--- src/rtl/bcp_imply_queue.sv ---
// Purpose: filters BCP implications and decisions through a per-variable assignment table into a FWFT literal FIFO.
// Latency: an accepted literal is on out_lit one edge after acceptance when the FIFO was empty; table writes are seen next cycle.
// Backpressure: in_full refuses pushes (literal dropped, overflow latched); conflict freezes pushes and table writes until clear.
module bcp_imply_queue #(
    parameter int LIT_W = 8,
    parameter int DEPTH = 16,
    parameter int NVAR  = 2**(LIT_W-1)-1
) (
    input  logic             clk,
    input  logic             rst_n,
    input  logic             imply_valid,
    input  logic [LIT_W-1:0] imply_lit,
    input  logic             pe_conflict,
    input  logic             dec_valid,
    input  logic [LIT_W-1:0] dec_lit,
    output logic             dec_ready,
    input  logic             clear,
    output logic             in_full,
    input  logic             out_pop,
    output logic [LIT_W-1:0] out_lit,
    output logic             out_empty,
    output logic [$clog2(DEPTH):0] count,
    output logic             conflict,
    output logic             overflow
);
    localparam int AW = $clog2(DEPTH);
    localparam int VW = $clog2(NVAR+1);
    localparam logic [LIT_W:0] NVAR_W = (LIT_W+1)'(NVAR);

    logic [LIT_W-1:0] mem [DEPTH];
    logic [AW-1:0]    rd_ptr;
    logic [AW-1:0]    wr_ptr;
    logic [AW:0]      cnt;

    // Assignment table: asg_set marks an assigned variable, asg_val is the polarity of its true literal.
    logic [2**VW-1:0] asg_set;
    logic [2**VW-1:0] asg_val;

    logic             imply_act;
    logic             dec_act;
    logic             cand_vld;
    logic [LIT_W-1:0] cand_lit;
    logic             cand_neg;
    logic [LIT_W-1:0] cand_mag;
    logic [VW-1:0]    cand_var;
    logic             cand_in_range;
    logic             do_proc;
    logic             var_set;
    logic             same_pol;
    logic             push;
    logic             drop_full;
    logic             contra;
    logic             pop_ok;

    assign count     = cnt;
    assign in_full   = (cnt == (AW+1)'(DEPTH));
    assign out_empty = (cnt == '0);
    assign out_lit   = out_empty ? '0 : mem[rd_ptr];

    assign imply_act = imply_valid && (imply_lit != '0);
    assign dec_act   = dec_valid && (dec_lit != '0);
    assign dec_ready = !imply_act && !conflict && !clear;

    // Candidate selection and classification against the assignment table.
    always_comb begin
        cand_vld      = imply_act || dec_act;
        cand_lit      = imply_act ? imply_lit : dec_lit;
        cand_neg      = cand_lit[LIT_W-1];
        cand_mag      = cand_neg ? ('0 - cand_lit) : cand_lit;
        cand_var      = cand_mag[VW-1:0];
        // -2**(LIT_W-1) has no representable variable; such a literal is ignored.
        cand_in_range = ({1'b0, cand_mag} <= NVAR_W);
        do_proc       = cand_vld && cand_in_range && !conflict && !clear;
        var_set       = asg_set[cand_var];
        same_pol      = (asg_val[cand_var] == !cand_neg);
        push          = do_proc && !var_set && !in_full;
        drop_full     = do_proc && !var_set && in_full;
        contra        = do_proc && var_set && !same_pol;
        pop_ok        = out_pop && !out_empty && !clear;
    end

    // Pointers, occupancy, assignment table and sticky flags; clear behaves like a synchronous reset.
    always_ff @(posedge clk or posedge rst_n) begin
        if (rst_n) begin
            rd_ptr   <= '0;
            wr_ptr   <= '0;
            cnt      <= '0;
            asg_set  <= '0;
            asg_val  <= '0;
            conflict <= 1'b0;
            overflow <= 1'b0;
        end else if (clear) begin
            rd_ptr   <= '0;
            wr_ptr   <= '0;
            cnt      <= '0;
            asg_set  <= '0;
            asg_val  <= '0;
            conflict <= 1'b0;
            overflow <= 1'b0;
        end else begin
            if (push) begin
                wr_ptr            <= wr_ptr + 1'b1;
                asg_set[cand_var] <= 1'b1;
                asg_val[cand_var] <= !cand_neg;
            end
            if (pop_ok) begin
                rd_ptr <= rd_ptr + 1'b1;
            end
            case ({push, pop_ok})
                2'b10:   cnt <= cnt + 1'b1;
                2'b01:   cnt <= cnt - 1'b1;
                default: cnt <= cnt;
            endcase
            if (contra || pe_conflict) begin
                conflict <= 1'b1;
            end
            if (drop_full) begin
                overflow <= 1'b1;
            end
        end
    end

    // FIFO storage needs no reset; occupancy alone decides what is valid.
    always_ff @(posedge clk) begin
        if (push) begin
            mem[wr_ptr] <= cand_lit;
        end
    end
endmodule

--- config.mk ---
export PLATFORM = sky130hd
export DESIGN_NAME = bcp_imply_queue
export DESIGN_NICKNAME = d
export VERILOG_FILES = /design/src/rtl/bcp_imply_queue.sv
export SDC_FILE = /design/constraint.sdc
export NUM_CORES = 1
export LEC_CHECK = 0
export BUFFER_PORTS_ARGS = -buffer_cell sky130_fd_sc_hd__buf_2
export CAP_MARGIN = 10
export CORE_UTILIZATION = 45
export DETAILED_ROUTE_END_ITERATION = 6
export SLEW_MARGIN = 30
export SYNTH_ARGS = -nofsm -noshare
export SYNTH_HDL_FRONTEND = slang
export SYNTH_SLANG_ARGS = --single-unit
--- constraint.sdc ---
create_clock -name clk -period 8.9 [get_ports clk]
set_input_delay 0.445 -clock clk [delete_from_list [all_inputs] [get_ports clk]]
set_output_delay 0.445 -clock clk [all_outputs]
set_load 0.05 [all_outputs]
==> metrics.md <==
| Metric | Value |
|---|---|
| Area contributors post-synth | `dfrtp_1 35%, edfxtp_1 20%, mux2i_1 9.6%` |
| Mapped Nets | `1792` |
| Slew @ Worst Pin | `around 1 ns` |
| Vias in the first global route | `13770` |
| Register area | `around 11000 sq um` |
| Power density over the cells | `224.6 nW/um^2` |
| Area growth syn-to-layout | `11.58%` |
| Worst Setup Start Kind | `primary input` |
| Max Fanout on Critical Path | `39` |
| Clock Latency Late Sink | `~0.59 ns` |
| Placed insts | `2254` |
| Via count | `about 14000` |
| FMAX | `~150 MHz` |
| Ys Warns | `0` |
| Die area | `between 40000 and 50000 sq um` |
| Placeable core area | `42130 sq um` |
| Post-DP HPWL | `~33000 microns` |
| Hold_buf cts | `1` |
| Sw Share | `31.33%` |
| Final min period | `6.737 ns` |
| Failing checks | `DRC` |
| Worst setup path class | `primary input to flip-flop` |
| Final Cycle Share | `75.70%` |
| Main flop type after synthesis | `dfrtp_1` |
| Die width | `between 200 and 250 microns` |
| Synth async-reset ratio | `around 68%` |
| Post-CTS resize count | `0` |
| Initial Util | `45.84%` |
| Avg WL per Cell | `22.47 microns` |
| Root Driver | `clkbuf_16` |
| Final Net Count | `between 1500 and 2000` |
| Share of cells above drive strength 1 | `roughly an eighth` |
| FP Rows | `75` |
| Detail Route Antenna Nets | `0` |
| Hold crit path type | `primary input to flip-flop` |
| 1st-pass router iterations | `7` |
| Ant. Diodes | `0` |
| Endpoints failing setup | `0` |
| Signal arrival time at the worst endpoint | `approximately 7 ns` |
| IO buf count | `40` |
| RSZ-0062 raised after global routing | `false` |
| Cell Int Power | `0.003324 W` |
| Setup repair bufs after CTS | `0` |
| Final wirelength | `52480 microns` |
| Yosys top cell by area | `dfrtp_1` |
| CTS tree | `yes` |
| CTS Buf Count | `between 40 and 50` |
| Max Slew Vio Count | `0` |
| Top cells by count, synth | `304 x nor2_1, 271 x dfrtp_1, 186 x mux2i_1, 128 x edfxtp_1, 88 x clkbuf_1` |
| Placed cell area | `~20000 sq um` |
| CP Data Required Time | `~9.3 ns` |
| Net Switching | `0.001517 W` |
| Pin count of the biggest net entering global routing | `approximately 180` |
| Hold Fails Final Rpt | `0` |
| Placer congestion estimate | `around 0.85` |
| Mapped Cells | `~1800` |
| Via-to-Cell Ratio | `~6.0` |
| Sink Count | `~400` |
| Setup tns final | `0 ns` |
| Normalized max-slew margin | `approximately 33%` |
| Flop and latch count out of synthesis | `approximately 400` |
| Fill cell count | `3711` |
| Leak Pwr | `8.743 nW` |
| Critical path capture point type | `flip-flop` |
| Seq/Total Area, Yosys | `between 50% and 60%` |
| Die H | `209.2 microns` |
| Finished Cell Area | `roughly 22000 sq um` |
| Clock network power share | `a little under 40%` |
| H-tree depth | `2` |
| Post-Synthesis Cell Area | `around 19000 sq um` |
| Syn Area/Cell | `between 10 and 15 sq um` |
| Drt drc | `7` |
| Number of flops mapped to enable cells by yosys | `about 130` |
| Multi-input gate area | `7854 sq um` |
| Grt total ovfl | `0` |
| Clock Tree Buf Depth | `3` |
| Most common cell in the netlist | `nor2_1` |
| Synth top area share | `around a third` |
| Clock skew | `roughly 0.028 ns` |
| Initial drt markers | `about 1400` |
| Status | `complete, but fails checks` |
| Combinational Power Share | `between 20% and 30%` |
| Cell variety after synth | `75` |
| Seq pwr share | `between 40% and 50%` |
| First-pass GRT wire length | `between 80000 and 90000 microns` |
| Clock transition at path regs | `roughly 0.06 ns` |
| Initial antenna violation count | `0` |
| Non-Filler Instances | `2336` |
| Io pins | `41` |
| Max Cap Viol | `0` |
| Tot GR Track Use | `between 20% and 30%` |
| Worst ir drop on vdd | `roughly 140 uV` |
[worst max-delay path, stage by stage]
cell and delay, ns:
buf_2 0.13, or4_1 0.66, nor4_1 0.70, nor2_1 0.16, ha_1 0.35, o21ai_4 0.64, nand2_4 0.52, mux4_2 0.66
a221oi_1 0.50, o311a_1 0.30, or4b_4 0.16, nand4_1 0.75, buf_4 0.53, nor3_1 0.35, mux2i_1 0.23, nor2_1 0.05
[stage by stage]
stage               setup slack (ns)  hold WS [ns]  total power, W  utilization, %
floorplan                     0.9880        0.4579        0.002696               -
global placement               1.833        0.4737        0.002992           47.55
detailed placement             1.754        0.4809        0.003001           47.55
CTS                            2.380       0.07638        0.004871           51.05
global route                   1.949        0.1060        0.005009           51.15
finish                         2.163       0.09573        0.004841           51.15
[flip-flops by register name, indices dropped and copies added, names as in the netlist]
register and cells:
asg_set 128, asg_val 128, mem 128, count 5, rd_ptr 4, wr_ptr 4
conflict 1, overflow 1
[cells by family (layout without fill, tap and decap cells)]
family / Yosys count / in the layout / share of synthesized area, %
AND/OR/NAND/NOR: 620 / 620 / 14.68
flip-flops: 399 / 399 / 55.01
AO/OA/AOI/OAI: 261 / 261 / 9.244
multiplexers: 238 / 238 / 15.12
buffers and inverters: 217 / 253 / 4.612
XOR/XNOR: 18 / 18 / 0.8162
adder cells (fa/ha/maj): 8 / 8 / 0.5182
[placed cells by master, fill, tap and decap left out, types with 10 or more instances in the layout]
cell type,count
o21ai_0,29
nor4_1,19
o22ai_1,21
dfrtp_1,270
xnor2_1,14
clkbuf_1,11
a211oi_1,20
buf_4,41
a21oi_1,76
and3_1,20
nand3_1,84
a311oi_1,15
nor2_1,302
clkinv_1,11
o221ai_1,27
nor3_1,81
inv_1,81
nand2_1,66
mux4_2,42
buf_2,39
clkbuf_16,45
edfxtp_1,128
mux2_2,10
mux2i_1,186
[power groups by stage]
stage,registers (W),clock network (W),logic [W]
5_1_grt,0.00196,0.00197,0.00108
6_report,0.00196,0.00187,0.00102
3_3_place_gp,0.00199,0,0.00100
2_1_floorplan,0.00201,0,0.000683
3_5_place_dp,0.00199,0,0.00101
4_1_cts,0.00196,0.00190,0.00101
[final cells by class]
| type | instances | share of cell area [%] |
|---|---|---|
| multi-input cells | 1145 | 36.44 |
| inverters | 88 | 1.567 |
| clock buffers | 60 | 5.672 |
| clock inverters | 19 | 1.115 |
| repair buffers | 86 | 2.769 |
| well taps | 539 | 3.129 |
| flip-flops and latches | 399 | 49.31 |
[worst paths after layout]
| path | end | cells past startpoint | from | slack [ns] |
|---|---|---|---|---|
| min | conflict$_DFFE_PP0P_ | 3 | pe_conflict | 0.1 |
| min reg2reg | overflow$_DFFE_PP0P_ | 1 | overflow$_DFFE_PP0P_ | 0.49 |
| max | asg_val[126]$_DFFE_PP0P_ | 16 | imply_lit[4] | 2.16 |
| min in group asynchronous | asg_set[117]$_DFFE_PP0P_ | 3 | rst_n | 0.50 |
| max reg2reg | count[4]$_DFFE_PP0P_ | 15 | asg_set[33]$_DFFE_PP0P_ | 4.91 |
| max in group asynchronous | asg_set[0]$_DFFE_PP0P_ | 5 | rst_n | 7.02 |
[per-layer routing]
metal	track usage, %	up-vias	share of wire [%]
li1	-	6377	-
met1	36.34	7013	46
met2	36.52	498	44
met3	5.215	89	7.2
met4	6.161	0	2.1
met5	0	-	0
Note: power is estimated with default switching activity, not from simulation.
